==> src/rtl/uart_pkg.sv <==
// Shared definitions for the UART transmit arbiter: FSM state encoding and
// the sizing helper for the wait timer.
package uart_pkg;

  typedef enum logic [2:0] {
    IDLE,
    LOAD,
    WAIT_START,
    WAIT_DONE,
    WAIT_NEXT
  } state_t;

  // Width needed to hold values 0..max_count inclusive.
  function automatic int timer_width(input int unsigned max_count);
    return (max_count < 1) ? 1 : $clog2(max_count + 1);
  endfunction

endpackage

==> src/rtl/uart_rr_pick.sv <==
// Combinational round-robin picker: first set request searching upward from
// ptr+1, wrapping modulo N. Returns the winner one-hot and as an index.
module uart_rr_pick #(
  parameter int N  = 4,
  parameter int IW = 2
) (
  input  logic [N-1:0]  req,
  input  logic [IW-1:0] ptr,
  output logic [N-1:0]  winner,
  output logic [IW-1:0] winner_idx,
  output logic          found
);

  logic [IW-1:0] cand;

  // NOTE: every output of a combinational block gets a default before any
  // conditional code, otherwise an unassigned path infers a latch.
  always_comb begin
    winner     = '0;
    winner_idx = '0;
    found      = 1'b0;
    cand       = '0;
    for (int k = 1; k <= N; k++) begin
      cand = IW'((int'(ptr) + k) % N);
      if (!found && req[cand]) begin
        found       = 1'b1;
        winner[cand] = 1'b1;
        winner_idx  = cand;
      end
    end
  end

endmodule

==> src/rtl/uart_tx_arbiter.sv <==
// Shares one UART transmitter among NUM_REQ byte-stream requesters with
// round-robin arbitration, packet locking and per-wait timeouts.
module uart_tx_arbiter
  import uart_pkg::*;
#(
  parameter int NUM_REQ      = 4,
  parameter int TIMEOUT_CLKS = 65535,
  parameter int SYNC_STAGES  = 2
) (
  input  logic                 clk,
  input  logic                 rst_n,
  input  logic [NUM_REQ-1:0]   req_valid,
  input  logic [8*NUM_REQ-1:0] req_data,
  input  logic [NUM_REQ-1:0]   req_last,
  output logic [NUM_REQ-1:0]   req_ready,
  output logic [NUM_REQ-1:0]   grant,
  output logic [7:0]           tx_byte,
  output logic                 send_byte,
  input  logic                 sending_byte,
  output logic                 err_timeout,
  output logic                 busy
);

  localparam int IW = $clog2(NUM_REQ);
  localparam int TW = timer_width(TIMEOUT_CLKS);
  localparam logic [TW-1:0] TIMER_MAX = TW'(TIMEOUT_CLKS);

  state_t               state, state_d;
  logic [NUM_REQ-1:0]   grant_d, req_ready_d, pick_onehot;
  logic [IW-1:0]        owner, owner_d, rr_ptr, rr_ptr_d, pick_idx;
  logic                 pick_found, last_q, last_d, send_byte_d, err_d;
  logic [7:0]           tx_byte_d;
  logic [TW-1:0]        timer;
  logic [SYNC_STAGES-1:0] sync_q;
  logic                 sb_s, in_wait;

  // The transmitter runs on a divided clock; only the synchronized copy is used.
  assign sb_s    = sync_q[SYNC_STAGES-1];
  assign busy    = (state != IDLE);
  assign in_wait = (state == WAIT_START) || (state == WAIT_DONE) || (state == WAIT_NEXT);

  uart_rr_pick #(
    .N  (NUM_REQ),
    .IW (IW)
  ) u_pick (
    .req        (req_valid),
    .ptr        (rr_ptr),
    .winner     (pick_onehot),
    .winner_idx (pick_idx),
    .found      (pick_found)
  );

  always_comb begin
    state_d     = state;
    grant_d     = grant;
    owner_d     = owner;
    rr_ptr_d    = rr_ptr;
    last_d      = last_q;
    tx_byte_d   = tx_byte;
    send_byte_d = send_byte;
    req_ready_d = '0;
    err_d       = 1'b0;
    if (in_wait && timer == TIMER_MAX) begin
      // Abort keeps the owner in rr_ptr so it goes to the back of the queue.
      err_d       = 1'b1;
      send_byte_d = 1'b0;
      grant_d     = '0;
      rr_ptr_d    = owner;
      state_d     = IDLE;
    end else begin
      case (state)
        IDLE: begin
          if (pick_found) begin
            grant_d = pick_onehot;
            owner_d = pick_idx;
            state_d = LOAD;
          end
        end
        LOAD: begin
          if (req_valid[owner]) begin
            tx_byte_d          = req_data[{owner, 3'b000} +: 8];
            last_d             = req_last[owner];
            req_ready_d[owner] = 1'b1;
            send_byte_d        = 1'b1;
            state_d            = WAIT_START;
          end else begin
            grant_d = '0;
            state_d = IDLE;
          end
        end
        WAIT_START: begin
          // A stale high sb_s is taken as the start acknowledge.
          if (sb_s) begin
            send_byte_d = 1'b0;
            state_d     = WAIT_DONE;
          end
        end
        WAIT_DONE: begin
          if (!sb_s) begin
            if (last_q) begin
              grant_d  = '0;
              rr_ptr_d = owner;
              state_d  = IDLE;
            end else begin
              state_d = WAIT_NEXT;
            end
          end
        end
        WAIT_NEXT: begin
          if (req_valid[owner]) state_d = LOAD;
        end
        default: state_d = IDLE;
      endcase
    end
  end

  // NOTE: state registers use non-blocking assignments so every flop samples
  // pre-edge values regardless of statement order.
  always_ff @(posedge clk or negedge rst_n) begin
    if (!rst_n) begin
      state       <= IDLE;
      grant       <= '0;
      owner       <= '0;
      rr_ptr      <= IW'(NUM_REQ - 1);
      last_q      <= 1'b0;
      tx_byte     <= '0;
      send_byte   <= 1'b0;
      req_ready   <= '0;
      err_timeout <= 1'b0;
      timer       <= '0;
      sync_q      <= '0;
    end else begin
      state       <= state_d;
      grant       <= grant_d;
      owner       <= owner_d;
      rr_ptr      <= rr_ptr_d;
      last_q      <= last_d;
      tx_byte     <= tx_byte_d;
      send_byte   <= send_byte_d;
      req_ready   <= req_ready_d;
      err_timeout <= err_d;
      sync_q      <= {sync_q[SYNC_STAGES-2:0], sending_byte};
      if (state_d != state) timer <= '0;
      else if (timer != TIMER_MAX) timer <= timer + 1'b1;
    end
  end

endmodule
==> config.mk <==
export PLATFORM = sky130hd
export DESIGN_NAME = uart_tx_arbiter
export DESIGN_NICKNAME = d
export VERILOG_FILES = /design/src/rtl/uart_pkg.sv /design/src/rtl/uart_rr_pick.sv /design/src/rtl/uart_tx_arbiter.sv
export SDC_FILE = /design/constraint.sdc
export NUM_CORES = 1
export LEC_CHECK = 0
export CORE_ASPECT_RATIO = 0.75
export CORE_UTILIZATION = 47
export CTS_BUF_LIST = sky130_fd_sc_hd__clkbuf_8
export CTS_CLUSTER_SIZE = 40
export DETAILED_ROUTE_END_ITERATION = 8
export PLACE_DENSITY_LB_ADDON = 0.05
export SYNTH_ARGS = -nofsm -noshare
export SYNTH_HDL_FRONTEND = slang
export SYNTH_SLANG_ARGS = --single-unit
==> constraint.sdc <==
create_clock -name clk -period 2.25 [get_ports clk]
set_input_delay 0.675 -clock clk [delete_from_list [all_inputs] [get_ports clk]]
set_output_delay 0.675 -clock clk [all_outputs]
set_load 0.03 [all_outputs]
==> key figures <==
Drt
  – Drt drc: 0
  – Vias: 2,460
  – Via density: 5.58
  – Final wirelength: 7080 µm
  – Initial drt markers: 201
  – DRT antenna net count: 0
  – Number of detailed-routing iterations run before antenna repair: 4
  – Wire length per cell: 16.1 µm

STA
  – Pins Over Slew Limit: 0
  – Fmax: 0.461 GHz
  – Tcrit/Tclk final: 96.4%
  – Rel. slew slack: 69.7%
  – Setup violators final: 0
  – Setup Skew: 0.0103 ns
  – Fin crit period: 2.17 ns
  – Worst Slack Setup Final: 0.0810 ns
  – Hold Vio Cnt, Final: 0
  – Measured slew at the worst slew-check pin: 0.454 ns

Clocking
  – Clk Latency, worst-skew pair: 0.30 ns
  – TritonCTS Buffers: 5
  – Clk root buf: clkbuf_8
  – Clk sink count: 44
  – CTS Hold Buffers Added: 0
  – Clock-pin slew on the worst setup and hold paths: 0.09 ns
  – CTS Buffer Depth: 2
  – H-tree depth: 2
  – CTS tree: built

Final layout
  – Fraction of layout cells with a size suffix above 1: 29.2%
  – End-of-flow core utilization: 71.2%
  – P&R area growth vs syn: 42.7%
  – Non-Filler Cell Area, Final: 3890 µm²
  – Fill cells: 405
  – Nets: 417
  – Antenna cell count: 0

Synth
  – Synth Register Bits: 44
  – Library cells used by synthesis: 55
  – Synthesized cell area: 2730 µm²
  – Syn avg cell area: 10.2 µm²
  – Post-synthesis adder-cell area fraction: 4.13%
  – Mapped Nets: 320
  – Synth Area in Compound Gates: 16.1%
  – Sequential share of the synthesized area: 40.5%
  – Post-synthesis mux area share: 12.9%
  – Largest family of logic cells by synthesized area: simple AND/OR/NAND/NOR gates
  – Async S/R FF share, synth: 100%
  – Xor/xnor share of the synthesized area: 4.18%
  – Synthesized instance count: 268
  – Main flop type after synthesis: dfrtp_1
  – Syn. warnings: 0
  – Simple-gate share of the synthesized area: 18.9%
  – EDFF count, synth: 0

Die
  – Die X: 89.9 µm
  – Die area: 6110 µm²
  – # rows: 23
  – Starting Density: 49.9%
  – Core ar.: 5470 µm²
  – Die H: 68.0 µm
  – Io pins: 62

Critical path
  – Worst setup EP type: output pin
  – Cells along the critical path: or3_1, dlygate4sd2_1
  – Worst EP required: 1.57 ns
  – Critical path class: flip-flop to output pin
  – Critical path data arrival time: 1.49 ns
  – Slowest Stage Delay on Critical Path: 0.44 ns
  – Worst R2R Start: timer[0]
  – CP max-delay cell: or3_1
  – Setup crit start kind: flip-flop
  – Critical Path Start: state[2]
  – Crit path max fanout: 4

Status
  – Status: finished clean

Place
  – Post-Place Cell Area: 3670 µm²
  – DP HPWL: 5130 µm
  – Pre-CTS setup slack: -0.331 ns
  – I/O Buffers: 61
  – GP Congestion: 0.871

Global routing
  – GRT overflow: 0
  – Largest net degree at the start of global routing: 26
  – Tot GR Track Use: 24.0%
  – Initial antenna violation count: 0
  – Vias in the first global route: 2,339
  – First-pass GRT wire length: 11,400 µm

Power and ir drop
  – VDD IR max: 0.000617 V
  – Leak Pwr: 0.00168 µW
  – Power density over the cells: 1150 nW/µm²

Min path
  – Worst hold path type: primary input to async pin

Run
  – Max cap viols: 0
==> repair_timing <==
action	in CTS	in global routing
gates resized for setup	3	20
setup endpoints to repair	8	17
buffers inserted	0	5
pin swaps	0	8
gates cloned	0	0
==> worst paths after layout <==
check / end / slack [ns] / cells past startpoint
worst max-delay path: busy / 0.08 / 2
worst min-delay path: err_timeout / 0.31 / 1
worst max register to register: timer[2] / 0.08 / 9
worst min register to register: sync_q[1] / 0.35 / 0
max in group asynchronous: rr_ptr[0] / 1.38 / 2
min in group clk: sync_q[1] / 0.35 / 0
==> placed cells by master (no fill, tap or decap), types with 3 or more instances in the layout <==
cell             count
nand2_1             27
ha_1                 8
mux4_2              10
dlymetal6s2s_1       4
nand3_1              5
o21ai_0             12
dfrtp_1             42
mux2_2              10
a21oi_2              3
and3_1               4
inv_1                7
buf_4               38
clkbuf_8             5
nor2_2              11
a21oi_1             11
a221oi_1             3
o21ai_1              5
nor3_1               4
nand4_1              6
a32oi_1              4
xor2_1              10
nor2_1              24
clkdlybuf4s50_1     55
xnor2_1              3
==> power by group <==
part           switching [µW]  leakage, µW  internal [µW]
sequential                159     0.000569           1010
combinational            1430      0.00106           1270
clock                     265    0.0000541            328
total                    1860      0.00168           2610
==> stage by stage <==
| step | cells | total power [µW] | hold slack (ns) | setup TNS (ns) |
|---|---|---|---|---|
| 2_1_floorplan | 268 | 2770 | 0.331 | 0 |
| 3_3_place_gp | 428 | 3680 | 0.334 | -8.03 |
| 3_5_place_dp | 428 | 3740 | 0.335 | -8.56 |
| 4_1_cts | 436 | 4340 | 0.325 | 0 |
| 5_1_grt | 441 | 4770 | 0.340 | -0.0267 |
| 6_report | 441 | 4470 | 0.315 | 0 |
==> cells by family (layout without fill, tap and decap cells) <==
family	after synthesis	count (layout)
AOI/OAI and AO/OA	62	62
and+or+nand+nor	99	99
buffers and inverters	20	118
DFF	44	44
muxes	21	21
xor gates and xnor gates	13	13
adders and majority gates	9	9
==> worst max-delay path, delay by kind of cell (launching register included) <==
kind	cells	cell delay, ns
buffers and inverters	1	0.39
flip-flops	1	0.38
AND/OR/NAND/NOR	1	0.44
==> final cells by class <==
class | count | area (µm²) | area share [%]
Clock inverter | 3 | 42.5 | 1.09
Sequential cell | 44 | 1100 | 28.4
Clock buffer | 5 | 68.8 | 1.77
Tap cell | 75 | 93.8 | 2.41
Multi-Input combinational cell | 204 | 1590 | 41.0
Timing Repair Buffer | 103 | 962 | 24.7
Inverter | 7 | 26.3 | 0.675
==> cell usage after synthesis, drive strengths merged (5+ instances only) <==
library cell,instances,area [µm²]
inv,7,26.3
ha,9,113
a21oi,14,70.1
nand4,7,58.8
nand2,29,109
clkbuf,6,22.5
nor3,5,25.0
mux2,11,128
buf,7,40.0
mux4,10,225
xor2,10,87.6
o21ai,18,101
nor2,35,159
nand3,7,35.0
dfrtp,42,1050
==> flip-flops by register name, summed over array words and instances (netlist names) <==
signal,count
sync_q,2
send_byte,1
rr_ptr,2
state,3
last_q,1
err_timeout,1
grant,4
req_ready,4
tx_byte,8
timer,16
owner,2
==> metal layers <==
layer	vias up	global-route usage, %	part of all wire, %
met1	1186	33.3	47
met3	4	5.67	7.0
li1	1166	-	-
met5	-	0	0
met2	104	38.8	45
met4	0	5.65	0.52
Power figures use the tool's default switching activity.
